$ cat src/rtl/sipo_deser.sv
// ---------------------------------------------------------------------------
// sipo_deser -- serial-to-parallel deserializer
//
// Sits directly behind a single-bit flip-flop stage and gathers its registered
// serial output into WIDTH-bit words. Each finished word is offered on a
// valid/ready handshake with one word of buffering. A word that finishes while
// the buffer is still full and not being taken is dropped, and a sticky
// overrun flag records the loss.
//
// Optional build macro:
//   PARITY_EN  each frame is WIDTH data bits followed by one even-parity bit.
//              parity_err reports a bad frame together with its word. Without
//              the macro a frame is WIDTH bits and parity_err is always 0.
//
// Parameters:
//   WIDTH      data bits per word (2..32)
//   MSB_FIRST  1: the first received bit lands in dout[WIDTH-1]
//              0: the first received bit lands in dout[0]
//
// Ports:
//   clk         rising-edge clock
//   reset       synchronous active-high reset
//   din         serial data bit from the upstream flip-flop
//   din_valid   bit strobe; din is taken only when high (no backpressure)
//   dout        assembled word (registered)
//   dout_valid  dout holds a word that has not been consumed
//   dout_ready  consumer takes dout when dout_valid and dout_ready are high
//   overrun     sticky: a completed word was dropped (cleared only by reset)
//   parity_err  parity result for the word on dout (PARITY_EN builds only)
// ---------------------------------------------------------------------------
module sipo_deser #(
  parameter int WIDTH     = 8,
  parameter bit MSB_FIRST = 1'b1
) (
  input  logic             clk,
  input  logic             reset,
  input  logic             din,
  input  logic             din_valid,
  output logic [WIDTH-1:0] dout,
  output logic             dout_valid,
  input  logic             dout_ready,
  output logic             overrun,
  output logic             parity_err
);

  // Frame length in bits: the data bits plus the parity bit when enabled.
`ifdef PARITY_EN
  localparam int FL = WIDTH + 1;
`else
  localparam int FL = WIDTH;
`endif

  localparam int            CW       = $clog2(FL);
  localparam logic [CW-1:0] LAST_BIT = CW'(FL - 1);

  // Even parity check over a frame: 1 when the total count of ones is odd.
  function automatic logic calc_parity_err(input logic [WIDTH-1:0] word,
                                           input logic             pbit);
    return (^word) ^ pbit;
  endfunction

  logic [WIDTH-1:0] shift_r;
  logic [CW-1:0]    bit_cnt_r;
  logic [WIDTH-1:0] dout_r;
  logic             dout_valid_r;
  logic             overrun_r;
  logic             parity_err_r;

  logic [WIDTH-1:0] shifted_s;
  logic             data_bit_s;
  logic             complete_s;
  logic [WIDTH-1:0] word_s;
  logic             word_perr_s;

  logic [WIDTH-1:0] shift_next_s;
  logic [CW-1:0]    bit_cnt_next_s;
  logic [WIDTH-1:0] dout_next_s;
  logic             dout_valid_next_s;
  logic             overrun_next_s;
  logic             parity_err_next_s;

  // Shift register contents after taking din in the configured direction.
  always_comb begin
    shifted_s = shift_r;
    if (MSB_FIRST) begin
      shifted_s = {shift_r[WIDTH-2:0], din};
    end else begin
      shifted_s = {din, shift_r[WIDTH-1:1]};
    end
  end

  // Frame bookkeeping: which accepted bits are data and which bit ends a frame.
  always_comb begin
    complete_s = din_valid && (bit_cnt_r == LAST_BIT);
`ifdef PARITY_EN
    // The trailing parity bit is checked but never shifted into the word,
    // so at completion the shift register already holds the full word.
    data_bit_s  = din_valid && (bit_cnt_r != LAST_BIT);
    word_s      = shift_r;
    word_perr_s = calc_parity_err(shift_r, din);
`else
    // The final data bit completes the word on the same edge it is sampled,
    // so the word is taken from the shift path rather than the register.
    data_bit_s  = din_valid;
    word_s      = shifted_s;
    word_perr_s = 1'b0;
`endif
  end

  // Next state of the shift register and the in-frame bit counter.
  always_comb begin
    shift_next_s   = shift_r;
    bit_cnt_next_s = bit_cnt_r;
    if (data_bit_s) begin
      shift_next_s = shifted_s;
    end else begin
      shift_next_s = shift_r;
    end
    if (!din_valid) begin
      bit_cnt_next_s = bit_cnt_r;
    end else if (complete_s) begin
      // Wrap straight into the next frame; there is no idle bit between words.
      bit_cnt_next_s = '0;
    end else begin
      bit_cnt_next_s = bit_cnt_r + CW'(1);
    end
  end

  // Next state of the one-word output slot and the sticky overrun flag.
  always_comb begin
    dout_next_s       = dout_r;
    dout_valid_next_s = dout_valid_r;
    overrun_next_s    = overrun_r;
    parity_err_next_s = parity_err_r;
    if (complete_s) begin
      if (!dout_valid_r || dout_ready) begin
        // Slot empty, or its word is consumed on this very edge: refill it.
        dout_next_s       = word_s;
        parity_err_next_s = word_perr_s;
        dout_valid_next_s = 1'b1;
      end else begin
        // Slot full and held: keep the old word stable and drop the new one.
        overrun_next_s = 1'b1;
      end
    end else if (dout_valid_r && dout_ready) begin
      dout_valid_next_s = 1'b0;
    end else begin
      dout_valid_next_s = dout_valid_r;
    end
  end

  // State registers; reset overrides any word completing on the same edge.
  always_ff @(posedge clk) begin
    if (reset) begin
      shift_r      <= '0;
      bit_cnt_r    <= '0;
      dout_r       <= '0;
      dout_valid_r <= 1'b0;
      overrun_r    <= 1'b0;
      parity_err_r <= 1'b0;
    end else begin
      shift_r      <= shift_next_s;
      bit_cnt_r    <= bit_cnt_next_s;
      dout_r       <= dout_next_s;
      dout_valid_r <= dout_valid_next_s;
      overrun_r    <= overrun_next_s;
      parity_err_r <= parity_err_next_s;
    end
  end

  assign dout       = dout_r;
  assign dout_valid = dout_valid_r;
  assign overrun    = overrun_r;
  assign parity_err = parity_err_r;

endmodule

$ cat config.mk
export PLATFORM = sky130hd
export DESIGN_NAME = sipo_deser
export DESIGN_NICKNAME = d
export VERILOG_FILES = /design/src/rtl/sipo_deser.sv
export SDC_FILE = /design/constraint.sdc
export NUM_CORES = 1
export LEC_CHECK = 0
export CORE_MARGIN = 4
export CORE_UTILIZATION = 52
export CTS_BUF_LIST = sky130_fd_sc_hd__clkbuf_4 sky130_fd_sc_hd__clkbuf_8
export CTS_CLUSTER_DIAMETER = 40
export CTS_CLUSTER_SIZE = 25
export DETAILED_ROUTE_END_ITERATION = 6
export GPL_ROUTABILITY_DRIVEN = 0
export PLACE_DENSITY = 0.92
export SKIP_LAST_GASP = 1
export SLEW_MARGIN = 20
export SYNTH_ARGS = -nofsm -noshare
export SYNTH_HDL_FRONTEND = slang
export SYNTH_SLANG_ARGS = --single-unit
$ cat constraint.sdc
create_clock -name clk -period 1.41 [get_ports clk]
set_input_delay 0.3525 -clock clk [delete_from_list [all_inputs] [get_ports clk]]
set_output_delay 0.3525 -clock clk [all_outputs]
set_load 0.1 [all_outputs]
==> results.md, run 1 <==
- Outcome: completed
- Critical path data arrival time: 1.55 ns
- Number of setup buffers added after CTS: 0
- Detailed-router iteration count before antenna repair: 6
- Max capacitance violation total: 0
- Setup slack on the worst flop-to-flop path: 0.08 ns
- DPL Wire Length: 1180 um
- Number of hold violations in the final report: 0
- CTS tree: done
- Type of the setup path with the least slack: reg -> reg
- Maximum count of clock buffers along a single path: 2
- Hold wc startpoint: bit_cnt_r[2]
- First-pass GRT wire length: 2700 um
- CTS sink count: 20
- Setup clock skew after layout: 0.00561 ns
- Post-detailed-route count of antenna-violating nets: 0
- Antenna fix cells: 0
- Origin of the critical flop-to-flop path: bit_cnt_r[0]
- Share of synthesized area occupied by flip-flops and latches: 46.4%
- Library cells used by synthesis: 15
- Die Wd: 48.7 um
- Post-synthesis instance area: 863 sq um
- Syn Nets: 90
- Maximum ir drop on the vdd rail: 0.721 mV
- Timing-limited maximum frequency: 0.753 GHz
- Min cycle time layout: 1.33 ns
- Type of element launching the critical path: flop
- Clock-pin slew of the registers on the worst-case setup and hold paths: 0.11 ns
- Cell at the root of the clock tree: clkbuf_4
- Hold endpoint: bit_cnt_r[2]
- Pwr per Cell Area: 849 nW/um^2
- H-tree depth reported by CTS: 1
- Final period util: 94.2%
- Count of endpoints failing setup in the final report: 0
- Flip-flop and latch count after synthesis: 20
- Total Routed Length: 1550 um
- Least setup slack across all paths after layout: 0.0821 ns
- Worst slack at placement: -0.123 ns
- Area share of the leading cell type in the synthesized netlist: 46.4%
- Number of global-route vias before repair: 641
- Fill cells: 104
- Setup crit end kind: flop
- Clock network latency to the later pin of the worst-skew pair: 0.29 ns
- Number of placed I/O pins: 16
- Antenna violations before repair: 0
- Resize count post-CTS: 0
- Maximum number of pins on one net before global-route repair: 29
- Floorplan die area: 2380 sq um
- Area growth syn-to-layout: 34.1%
- Ratio of cells with drive above 1 in the final layout: 23.2%
- # DRC: 0
- DRT iter0 DRCs: 9
- CTS Hold Bufs: 0
- Dominant cells by area after synthesis: dfxtp_1, mux2i_1, nand2b_1
- Total negative slack for setup checks: 0 ns
- Average instance area after synthesis: 10.4 sq um
- Global-route total usage across every layer: 14.1%
- Total of warnings raised by yosys: 0
- Setup repair after global routing missed its margin: no
- Library cell occupying the most area in the post-synthesis netlist: dfxtp_1
- Starting utilization of the core area: 56.0%
- Maximum fanout along the worst path: 8
- Leakage: 0.445 nW
- Cells after synthesis: 83
- Wire length per cell after detailed routing: 13.5 um
- Number of buffers created by CTS: 3
- Hold Crit Class: reg -> reg
- Global route total overflow: 0
- Layout net count: 107
- Capture instance of the worst register-to-register path: dout[2]
- Leading cell types in the layout, fill and taps excluded: nand2b_1, dfxtp_1, mux2i_1, nor2_1, buf_12
- Total core area: 1540 sq um
- Reg2Reg Depth: 5
- CP required: 1.63 ns
- Number of instances on the worst hold path: 2
- Total number of placement rows: 14
- Via density per instance: 5.26
- Die outline height: 48.7 um
- Number of vias after detailed routing: 605
- Final slew viol count: 0
- Count of port buffers added during placement: 14
## where the power goes
part           total [mW]  leakage (nW)  internal [mW]  switching [mW]
Combinational      0.0795         0.261         0.0400          0.0395
Sequential          0.580         0.163          0.574         0.00638
Clock               0.323        0.0210          0.157           0.166
Total               0.983         0.445          0.771           0.211
## worst max-delay path, stage by stage, from the launching register on
cell	delay (ns)
dfxtp_2	0.36
ha_1	0.15
ha_1	0.18
nand2_2	0.10
nor2_8	0.22
mux2i_1	0.23
## per-stage QoR
step                      cell area [sq um]  hold WS, ns  total power, mW  cells  util (%)
final                                  1160        0.481            0.983    115      75.1
after global routing                   1160        0.527             1.04    115      75.1
after CTS                              1160        0.485            0.991    115      75.0
after detailed placement               1120        0.470            0.673    111      72.6
after global placement                 1120        0.459            0.670    111      72.6
after floorplan                         865        0.445            0.654     83         -
## how the worst max path moves through the flow
stage                 startpoint      end  slack (ns)  cells after the start
floorplan                dout[0]  dout[0]        0.13                      0
global placement      dout_ready  dout[4]       -0.09                      4
detailed placement    dout_ready  dout[2]       -0.12                      4
CTS                 bit_cnt_r[0]  dout[2]        0.04                      5
global route        bit_cnt_r[0]  dout[2]       0.009                      5
finish              bit_cnt_r[0]  dout[2]        0.08                      5
## cell families (layout without fill, tap and decap cells)
kind of cell / after synthesis / in the layout / share of synthesized area [%]
AO/OA/AOI/OAI: 4 / 4 / 2.46
adder cells (fa/ha/maj): 2 / 2 / 2.90
buffers and inverters: 6 / 22 / 5.51
flip-flops: 20 / 20 / 46.4
multiplexers: 16 / 16 / 18.6
other: 1 / 1 / 0.434
AND/OR/NAND/NOR: 34 / 34 / 23.8
## cells in the mapped netlist
library cell	instances
buf_6	2
and2b_4	1
nand2_2	1
buf_2	2
mux2i_1	16
nor2_8	1
a21oi_1	3
conb_1	1
nand2b_1	18
nor2_1	11
ha_1	2
dfxtp_1	20
buf_4	2
nand3b_1	2
a31oi_1	1
## layout make-up
type / count / area [sq um] / share of cell area [%]
multi-input combinational: 57 / 415 / 35.9
sequential: 20 / 403 / 34.8
timing repair buffer: 18 / 283 / 24.4
clock buffer: 4 / 36.3 / 3.14
tap: 16 / 20.0 / 1.73
## sequential cells by signal, summed over array words and instances (netlist names)
register and cells:
dout 8, shift_r 7, bit_cnt_r 3, dout_valid 1, overrun 1
## metal layers
| layer | track usage, % | vias to the layer above | routed length, um |
|---|---|---|---|
| li1 | - | 305 | - |
| met4 | 8.97 | 0 | 27 |
| met2 | 22.8 | 17 | 791 |
| met1 | 17.0 | 279 | 658 |
| met3 | 2.45 | 4 | 73 |
| met5 | 0 | - | 0 |
Note: power is estimated with default switching activity, not from simulation.
==> run 2, diff against run 1 <==
--- a/config.mk
+++ b/config.mk
@@ -5,6 +5,7 @@
 export SDC_FILE = /design/constraint.sdc
 export NUM_CORES = 1
 export LEC_CHECK = 0
+export CAP_MARGIN = 20
 export CORE_MARGIN = 4
 export CORE_UTILIZATION = 52
 export CTS_BUF_LIST = sky130_fd_sc_hd__clkbuf_4 sky130_fd_sc_hd__clkbuf_8
==> results of run 2 <==
No change in the layout: final DEF, timing and power equal those of run 1.
